[src/rtl/vram_pkg.sv]
// rtl/vram_pkg.sv - shared tile-map geometry, arbiter state encoding and blanking helper
package vram_pkg;

  localparam int unsigned H_ACTIVE = 640;
  localparam int unsigned V_ACTIVE = 480;
  localparam int unsigned MAP_W    = 80;
  localparam int unsigned MAP_H    = 60;
  localparam int unsigned MAP_SIZE = MAP_W * MAP_H;

  typedef enum logic {
    IDLE  = 1'b0,
    CLEAR = 1'b1
  } vram_state_e;

  function automatic logic in_blanking(input logic [9:0] hpos, input logic [9:0] vpos);
    return (hpos >= 10'(H_ACTIVE)) || (vpos >= 10'(V_ACTIVE));
  endfunction

endpackage

[src/rtl/vram_wr_fifo.sv]
// rtl/vram_wr_fifo.sv - game-logic write queue; head is read combinationally so a pop takes the old head
module vram_wr_fifo #(
  parameter int unsigned WIDTH = 21,
  parameter int unsigned DEPTH = 8,
  localparam int unsigned PTR_W = (DEPTH > 1) ? $clog2(DEPTH) : 1,
  localparam int unsigned LVL_W = $clog2(DEPTH + 1)
) (
  input  logic             clk,
  input  logic             rst_n,
  input  logic             push,
  input  logic [WIDTH-1:0] push_data,
  input  logic             pop,
  output logic [WIDTH-1:0] head,
  output logic [LVL_W-1:0] level,
  output logic             full,
  output logic             empty
);

  logic [WIDTH-1:0] mem [DEPTH];
  logic [PTR_W-1:0] wr_ptr;
  logic [PTR_W-1:0] rd_ptr;
  logic             do_push;
  logic             do_pop;

  assign full    = (level == LVL_W'(DEPTH));
  assign empty   = (level == '0);
  assign do_push = push & ~full;
  assign do_pop  = pop & ~empty;
  assign head    = mem[rd_ptr];

  always_ff @(posedge clk) begin
    if (do_push) begin
      mem[wr_ptr] <= push_data;
    end
  end

  // Pointers wrap naturally because DEPTH is a power of two.
  always_ff @(posedge clk or negedge rst_n) begin
    if (!rst_n) begin
      wr_ptr <= '0;
      rd_ptr <= '0;
      level  <= '0;
    end else begin
      if (do_push) begin
        wr_ptr <= wr_ptr + PTR_W'(1);
      end
      if (do_pop) begin
        rd_ptr <= rd_ptr + PTR_W'(1);
      end
      case ({do_push, do_pop})
        2'b10:   level <= level + LVL_W'(1);
        2'b01:   level <= level - LVL_W'(1);
        default: level <= level;
      endcase
    end
  end

endmodule

[src/rtl/vram_arbiter.sv]
// rtl/vram_arbiter.sv - single-port tile-map RAM owner: video fetch > map clear > queued writes
module vram_arbiter #(
  parameter int unsigned ADDR_W        = 13,
  parameter int unsigned DATA_W        = 8,
  parameter int unsigned MAP_SIZE      = 4800,
  parameter int unsigned FIFO_DEPTH    = 8,
  parameter bit          WR_BLANK_ONLY = 1'b1
) (
  input  logic              clk,
  input  logic              reset,
  input  logic [9:0]        hpos,
  input  logic [9:0]        vpos,
  input  logic              vid_req,
  input  logic [ADDR_W-1:0] vid_addr,
  output logic              vid_rvalid,
  output logic [DATA_W-1:0] vid_rdata,
  input  logic              wr_valid,
  output logic              wr_ready,
  input  logic [ADDR_W-1:0] wr_addr,
  input  logic [DATA_W-1:0] wr_data,
  input  logic              clr_start,
  input  logic [DATA_W-1:0] clr_value,
  output logic              clr_busy,
  output logic [3:0]        fifo_level,
  output logic              ram_en,
  output logic              ram_we,
  output logic [ADDR_W-1:0] ram_addr,
  output logic [DATA_W-1:0] ram_wdata,
  input  logic [DATA_W-1:0] ram_rdata
);

  import vram_pkg::*;

  localparam int unsigned ENTRY_W = ADDR_W + DATA_W;
  localparam int unsigned LVL_W   = $clog2(FIFO_DEPTH + 1);

  vram_state_e       state;
  vram_state_e       state_d;
  logic [ADDR_W-1:0] clr_addr;
  logic [ADDR_W-1:0] clr_addr_d;
  logic [DATA_W-1:0] clr_val;
  logic [DATA_W-1:0] clr_val_d;
  logic              fetch_q;

  logic              fifo_push;
  logic              fifo_pop;
  logic              fifo_full;
  logic              fifo_empty;
  logic [ENTRY_W-1:0] fifo_head;
  logic [LVL_W-1:0]  level;
  logic [ADDR_W-1:0] head_addr;
  logic [DATA_W-1:0] head_data;
  logic              drain_ok;
  logic              clr_last;

  assign {head_addr, head_data} = fifo_head;
  assign wr_ready   = reset & ~fifo_full;
  assign fifo_push  = wr_valid & wr_ready;
  assign fifo_level = 4'(level);
  assign drain_ok   = !WR_BLANK_ONLY || in_blanking(hpos, vpos);
  assign clr_last   = (clr_addr == ADDR_W'(MAP_SIZE - 1));
  assign clr_busy   = (state == CLEAR);
  assign vid_rvalid = fetch_q;
  assign vid_rdata  = fetch_q ? ram_rdata : '0;

  vram_wr_fifo #(
    .WIDTH (ENTRY_W),
    .DEPTH (FIFO_DEPTH)
  ) u_wr_fifo (
    .clk       (clk),
    .rst_n     (reset),
    .push      (fifo_push),
    .push_data ({wr_addr, wr_data}),
    .pop       (fifo_pop),
    .head      (fifo_head),
    .level     (level),
    .full      (fifo_full),
    .empty     (fifo_empty)
  );

  // The RAM port is driven straight from this decision so a fetch costs exactly one cycle.
  always_comb begin
    state_d    = state;
    clr_addr_d = clr_addr;
    clr_val_d  = clr_val;
    fifo_pop   = 1'b0;
    ram_en     = 1'b0;
    ram_we     = 1'b0;
    ram_addr   = '0;
    ram_wdata  = '0;
    if (reset) begin
      if (vid_req) begin
        ram_en   = 1'b1;
        ram_addr = vid_addr;
      end else if (state == CLEAR) begin
        ram_en     = 1'b1;
        ram_we     = 1'b1;
        ram_addr   = clr_addr;
        ram_wdata  = clr_val;
        clr_addr_d = clr_addr + ADDR_W'(1);
        if (clr_last) begin
          state_d = IDLE;
        end
      end else if (!fifo_empty && drain_ok) begin
        fifo_pop  = 1'b1;
        ram_en    = 1'b1;
        ram_we    = 1'b1;
        ram_addr  = head_addr;
        ram_wdata = head_data;
      end
      // A start coinciding with a pop still lets the pop through this cycle.
      if (state == IDLE && clr_start) begin
        state_d    = CLEAR;
        clr_addr_d = '0;
        clr_val_d  = clr_value;
      end
    end
  end

  always_ff @(posedge clk or negedge reset) begin
    if (!reset) begin
      state    <= IDLE;
      clr_addr <= '0;
      clr_val  <= '0;
      fetch_q  <= 1'b0;
    end else begin
      state    <= state_d;
      clr_addr <= clr_addr_d;
      clr_val  <= clr_val_d;
      fetch_q  <= vid_req;
    end
  end

endmodule

[config.mk]
export PLATFORM = sky130hd
export DESIGN_NAME = vram_arbiter
export DESIGN_NICKNAME = d
export VERILOG_FILES = /design/src/rtl/vram_pkg.sv /design/src/rtl/vram_wr_fifo.sv /design/src/rtl/vram_arbiter.sv
export SDC_FILE = /design/constraint.sdc
export NUM_CORES = 1
export LEC_CHECK = 0
export CELL_PAD_IN_SITES_DETAIL_PLACEMENT = 2
export CELL_PAD_IN_SITES_GLOBAL_PLACEMENT = 2
export CORE_MARGIN = 5
export CORE_UTILIZATION = 36
export CTS_CLUSTER_DIAMETER = 120
export DETAILED_ROUTE_END_ITERATION = 10
export GPL_TIMING_DRIVEN = 0
export HOLD_SLACK_MARGIN = 0.15
export PLACE_DENSITY_LB_ADDON = 0.12
export SETUP_SLACK_MARGIN = 0.2
export SLEW_MARGIN = 20
export SYNTH_ARGS = -nofsm -noshare
export SYNTH_HDL_FRONTEND = slang
export SYNTH_SLANG_ARGS = --single-unit
[constraint.sdc]
create_clock -name clk -period 3.1 [get_ports clk]
set_input_delay 0.465 -clock clk [delete_from_list [all_inputs] [get_ports clk]]
set_output_delay 0.465 -clock clk [all_outputs]
set_load 0.01 [all_outputs]
==> impl_results.html <==
<table>
<tr><th>Metric</th><th>Value</th></tr>
<tr><th colspan="2">Clocking</th></tr>
<tr><td>Source-to-sink clock delay at the later pin of the worst-skew pair</td><td>approximately 500 ps</td></tr>
<tr><td>Clock Path Buffers</td><td>3</td></tr>
<tr><td>TritonCTS Buffers</td><td>22</td></tr>
<tr><td>Number of clock sinks</td><td>201</td></tr>
<tr><td>Cell at the root of the clock tree</td><td>clkbuf_16</td></tr>
<tr><td>CTS tree</td><td>built</td></tr>
<tr><td>Clock transition at the register clock pins on the worst setup and hold paths after CTS</td><td>60 ps</td></tr>
<tr><td>CTS H-tree depth</td><td>1</td></tr>
<tr><th colspan="2">Pwr</th></tr>
<tr><td>Power share of the combinational group</td><td>0.349</td></tr>
<tr><td>Internal power summed over all cells</td><td>roughly 0.0065 W</td></tr>
<tr><td>Proportion of power drawn by flip-flops and latches</td><td>0.374</td></tr>
<tr><td>Leakage</td><td>around 4 nW</td></tr>
<tr><td>NetSw</td><td>roughly 0.0029 W</td></tr>
<tr><td>Total power density per cell area</td><td>808 nW/um^2</td></tr>
<tr><td>Clock power frac</td><td>0.277</td></tr>
<tr><td>Worst voltage drop across the vdd grid</td><td>~360 uV</td></tr>
<tr><td>Proportion of total power due to net switching</td><td>0.308</td></tr>
<tr><th colspan="2">Floorplan</th></tr>
<tr><td>Chip Width</td><td>163 um</td></tr>
<tr><td>Number of I/O pins</td><td>~110</td></tr>
<tr><td>Die area</td><td>26700 um^2</td></tr>
<tr><td>Core ar.</td><td>23300 um^2</td></tr>
<tr><td>Die extent in y</td><td>163 um</td></tr>
<tr><td>Initial Utilization</td><td>0.363</td></tr>
<tr><td>Standard-cell row count</td><td>56</td></tr>
<tr><th colspan="2">Worst setup path</th></tr>
<tr><td>Startpoint class of the critical path</td><td>input port</td></tr>
<tr><td>R2r endpoint</td><td>u_wr_fifo.mem[1][12]</td></tr>
<tr><td>Data arrival time of the critical path</td><td>2400 ps</td></tr>
<tr><td>Most frequent cell on the critical path</td><td>buf_6</td></tr>
<tr><td>Crit path max-delay family</td><td>buffers and inverters</td></tr>
<tr><td>R2r startpoint</td><td>u_wr_fifo.level[1]</td></tr>
<tr><td>Largest fanout on the critical path</td><td>10</td></tr>
<tr><td>CP Cell Sequence</td><td>clkdlybuf4s50_1 &gt; buf_4 &gt; or3b_4 &gt; a211oi_4 &gt; buf_6 &gt; buf_6 &gt; a22o_1 &gt; dlygate4sd2_1</td></tr>
<tr><td>Capturing element type of the critical path</td><td>output pin</td></tr>
<tr><td>Largest stage delay on the critical path</td><td>between 400 and 500 ps</td></tr>
<tr><td>Start-to-end type of the worst setup path</td><td>in -&gt; out</td></tr>
<tr><td>Buffers and inverters on the worst path</td><td>5</td></tr>
<tr><td>CP required</td><td>between 2000 and 3000 ps</td></tr>
<tr><td>Critical-path cell with the highest stage delay</td><td>clkdlybuf4s50_1</td></tr>
<tr><td>Setup slack of the worst register-to-register path</td><td>450 ps</td></tr>
<tr><td>Logic depth of the worst register-to-register path</td><td>7</td></tr>
<tr><td>CP startpoint</td><td>vid_req</td></tr>
<tr><th colspan="2">Synth</th></tr>
<tr><td>Most frequently used flop master after synthesis</td><td>edfxtp_1</td></tr>
<tr><td>Number of warnings printed during yosys synthesis</td><td>0</td></tr>
<tr><td>Post-synthesis instance area</td><td>8470 um^2</td></tr>
<tr><td>Post-synth EDFFs</td><td>168</td></tr>
<tr><td>Mean cell area of the mapped netlist</td><td>between 15 and 20 um^2</td></tr>
<tr><td>Sequential area share after synthesis</td><td>0.693</td></tr>
<tr><td>Synth Instances</td><td>503</td></tr>
<tr><td>Number of storage elements in the synthesis netlist</td><td>~200</td></tr>
<tr><td>Distinct cell type count of the synthesized netlist</td><td>47</td></tr>
<tr><td>Net count of the mapped netlist</td><td>a little under 600</td></tr>
<tr><td>Fraction of registers with async set or reset after synthesis</td><td>0.164</td></tr>
<tr><th colspan="2">Hold path</th></tr>
<tr><td>Min-Delay Path Depth</td><td>1</td></tr>
<tr><td>Type of the most critical hold path</td><td>in -&gt; reg</td></tr>
<tr><td>Hold path startpoint</td><td>vid_req</td></tr>
<tr><td>Endpoint with the worst hold slack</td><td>vid_rvalid</td></tr>
<tr><th colspan="2">Finish</th></tr>
<tr><td>NumNets Final</td><td>about 750</td></tr>
<tr><td>Number of filler cells placed in the layout</td><td>around 2100</td></tr>
<tr><td>ANT cells</td><td>0</td></tr>
<tr><td>Layout cells sized above 1</td><td>0.289</td></tr>
<tr><td>Area added between synthesis and finish</td><td>36.3%</td></tr>
<tr><td>Number of cells in the finished layout apart from fillers</td><td>1001</td></tr>
<tr><th colspan="2">GRT</th></tr>
<tr><td>Global router's overall resource usage</td><td>0.187</td></tr>
<tr><td>Vias in the first global route</td><td>between 5000 and 6000</td></tr>
<tr><td>Initial antenna violation count</td><td>0</td></tr>
<tr><td>Maximum number of pins on one net before global-route repair</td><td>27</td></tr>
<tr><td>First-pass GRT wire length</td><td>approximately 38000 um</td></tr>
<tr><td>Remaining Overflow, GRT</td><td>0</td></tr>
<tr><th colspan="2">STA</th></tr>
<tr><td>Number of slew-limit violations in the final report</td><td>0</td></tr>
<tr><td>Final critical-path share of the clock period</td><td>0.925</td></tr>
<tr><td>Actual transition at the worst max-transition pin</td><td>588 ps</td></tr>
<tr><td>Crit path setup slack, layout</td><td>approximately 230 ps</td></tr>
<tr><td>Relative slew slack</td><td>0.606</td></tr>
<tr><td>Time the final worst path needs with I/O delays and setup</td><td>around 2900 ps</td></tr>
<tr><td>Setup TNS</td><td>0 ps</td></tr>
<tr><td>Unrepaired setup endpoints after global routing</td><td>true</td></tr>
<tr><td>Clock skew</td><td>11.9 ps</td></tr>
<tr><td>Final setup violation count</td><td>0</td></tr>
<tr><td>Fmax</td><td>349 MHz</td></tr>
<tr><td>Hold Violations, Final</td><td>0</td></tr>
<tr><td>Worst Hold Slack</td><td>442 ps</td></tr>
<tr><th colspan="2">Drt</th></tr>
<tr><td>WL final</td><td>24700 um</td></tr>
<tr><td>Length of the first detailed-routing pass in iterations</td><td>4</td></tr>
<tr><td>Per-cell routed wire length</td><td>24.6 um</td></tr>
<tr><td>Vias per cell</td><td>5.26</td></tr>
<tr><td>DR DRC count</td><td>0</td></tr>
<tr><td>Drt initial violations</td><td>345</td></tr>
<tr><td>Number of nets with antenna violations after detailed routing</td><td>0</td></tr>
<tr><td>Routed vias</td><td>5263</td></tr>
<tr><th colspan="2">Run</th></tr>
<tr><td>Number of max-cap violations</td><td>0</td></tr>
<tr><th colspan="2">Place</th></tr>
<tr><td>Setup slack after placement</td><td>-344 ps</td></tr>
<tr><td>GP Congestion</td><td>just over 0.8</td></tr>
<tr><td>Total of buffers placed on input and output ports</td><td>100</td></tr>
<tr><td>Placed Cells incl. Taps</td><td>933</td></tr>
<tr><td>HPWL after detailed placement</td><td>16800 um</td></tr>
<tr><th colspan="2">Run status</th></tr>
<tr><td>Result of the run</td><td>completed</td></tr>
</table>
placed cells by master, fill, tap and decap left out, types with 24 or more instances in the layout:
cell             Yosys  layout
edfxtp_1           168     168
mux4_2              29      29
clkdlybuf4s50_1      0      78
buf_4                2      24
dfrtp_1             33      31
nand2_1             38      38
a22o_1              35      35
mux2i_1             27      26
clkbuf_16            0      24
worst register-to-register path, stage by stage, from the launching register on:
cell	delay [ps]
dfrtp_1	340
clkbuf_1	320
nor3_1	130
a21oi_2	340
nand2_1	330
nor3_4	480
buf_8	230
buf_8	170
sequential cells by signal, indices dropped and copies added (netlist names):
signal / count
clr_val: 8
u_wr_fifo.wr_ptr: 3
u_wr_fifo.mem: 168
clr_addr: 13
clr_busy: 1
u_wr_fifo.level: 4
vid_rvalid: 1
u_wr_fifo.rd_ptr: 3
metrics by stage:
step	util	power [W]	cell area [um^2]
CTS	0.491	0.00926	11400
global route	0.495	0.00978	11500
floorplan	-	0.00487	8480
global placement	0.423	0.00570	9880
finish	0.495	0.00932	11500
detailed placement	0.436	0.00595	10200
repair_timing:
item                                    in CTS  in global routing
hold buffers                                 3                  0
gates resized for setup                    142                 31
endpoints found under the setup margin      24                 44
pin swaps                                   16                  9
buffers inserted                            17                  9
gates cloned                                 1                  0
hold endpoints to repair                    33                  0
cells in the mapped netlist, drive strengths merged, types with 4 or more instances:
| library cell | n | share of area |
|---|---|---|
| nand2b | 4 | 0.0030 |
| buf | 19 | 0.016 |
| mux4 | 29 | 0.077 |
| ha | 6 | 0.0089 |
| nor4 | 4 | 0.0030 |
| nand2 | 38 | 0.017 |
| dfrtp | 33 | 0.098 |
| a21oi | 7 | 0.0041 |
| nor2 | 27 | 0.012 |
| clkbuf | 9 | 0.0040 |
| and2 | 10 | 0.0074 |
| edfxtp | 168 | 0.60 |
| nor2b | 5 | 0.0046 |
| mux2i | 27 | 0.032 |
| a221oi | 13 | 0.013 |
| nand3 | 4 | 0.0024 |
| xor2 | 12 | 0.013 |
| o21ai | 5 | 0.0034 |
| a22o | 35 | 0.036 |
| mux2 | 12 | 0.016 |
logic make-up after synthesis:
kind of cell / after synthesis / share of synthesized area
AOI/OAI and AO/OA: 73 / 0.0711
DFF: 201 / 0.693
xor gates and xnor gates: 15 / 0.0164
muxes: 68 / 0.125
adders and majority gates: 6 / 0.00887
and+or+nand+nor: 110 / 0.0644
buffers and inverters: 30 / 0.0208
power groups by stage:
stage	combinational [W]	sequential (W)	clock, W
6_report	0.00326	0.00348	0.00258
5_1_grt	0.00347	0.00352	0.00278
4_1_cts	0.00315	0.00348	0.00263
3_5_place_dp	0.00243	0.00352	0
3_3_place_gp	0.00221	0.00349	0
2_1_floorplan	0.00142	0.00345	0
worst max path at each step:
stage | end | slack (ps) | cells after the start
floorplan | u_wr_fifo.level[2] | 470 | 11
global placement | u_wr_fifo.mem[2][12] | -2280 | 5
detailed placement | u_wr_fifo.level[2] | -340 | 12
CTS | ram_addr[2] | 160 | 8
global route | ram_addr[8] | 110 | 7
finish | ram_addr[8] | 230 | 8
routing by layer:
metal	track usage	routed length, um	part of all wire	up-vias
li1	-	-	-	2333
met1	0.251	10600	0.43	2764
met2	0.322	12200	0.50	144
met3	0.0356	1520	0.062	22
met4	0.0328	329	0.013	0
met5	0	0	0	-
layout make-up:
type / count / area [um^2] / area share
Buffer: 28 / 297 / 0.0257
Inverter: 2 / 7.51 / 0.000650
Tap cell: 319 / 399 / 0.0346
Multi-Input combinational cell: 272 / 2800 / 0.242
Sequential cell: 201 / 5870 / 0.509
Timing Repair Buffer: 141 / 1450 / 0.126
Clock inverter: 8 / 63.8 / 0.00553
Clock buffer: 30 / 653 / 0.0566
Power figures use the tool's default switching activity.
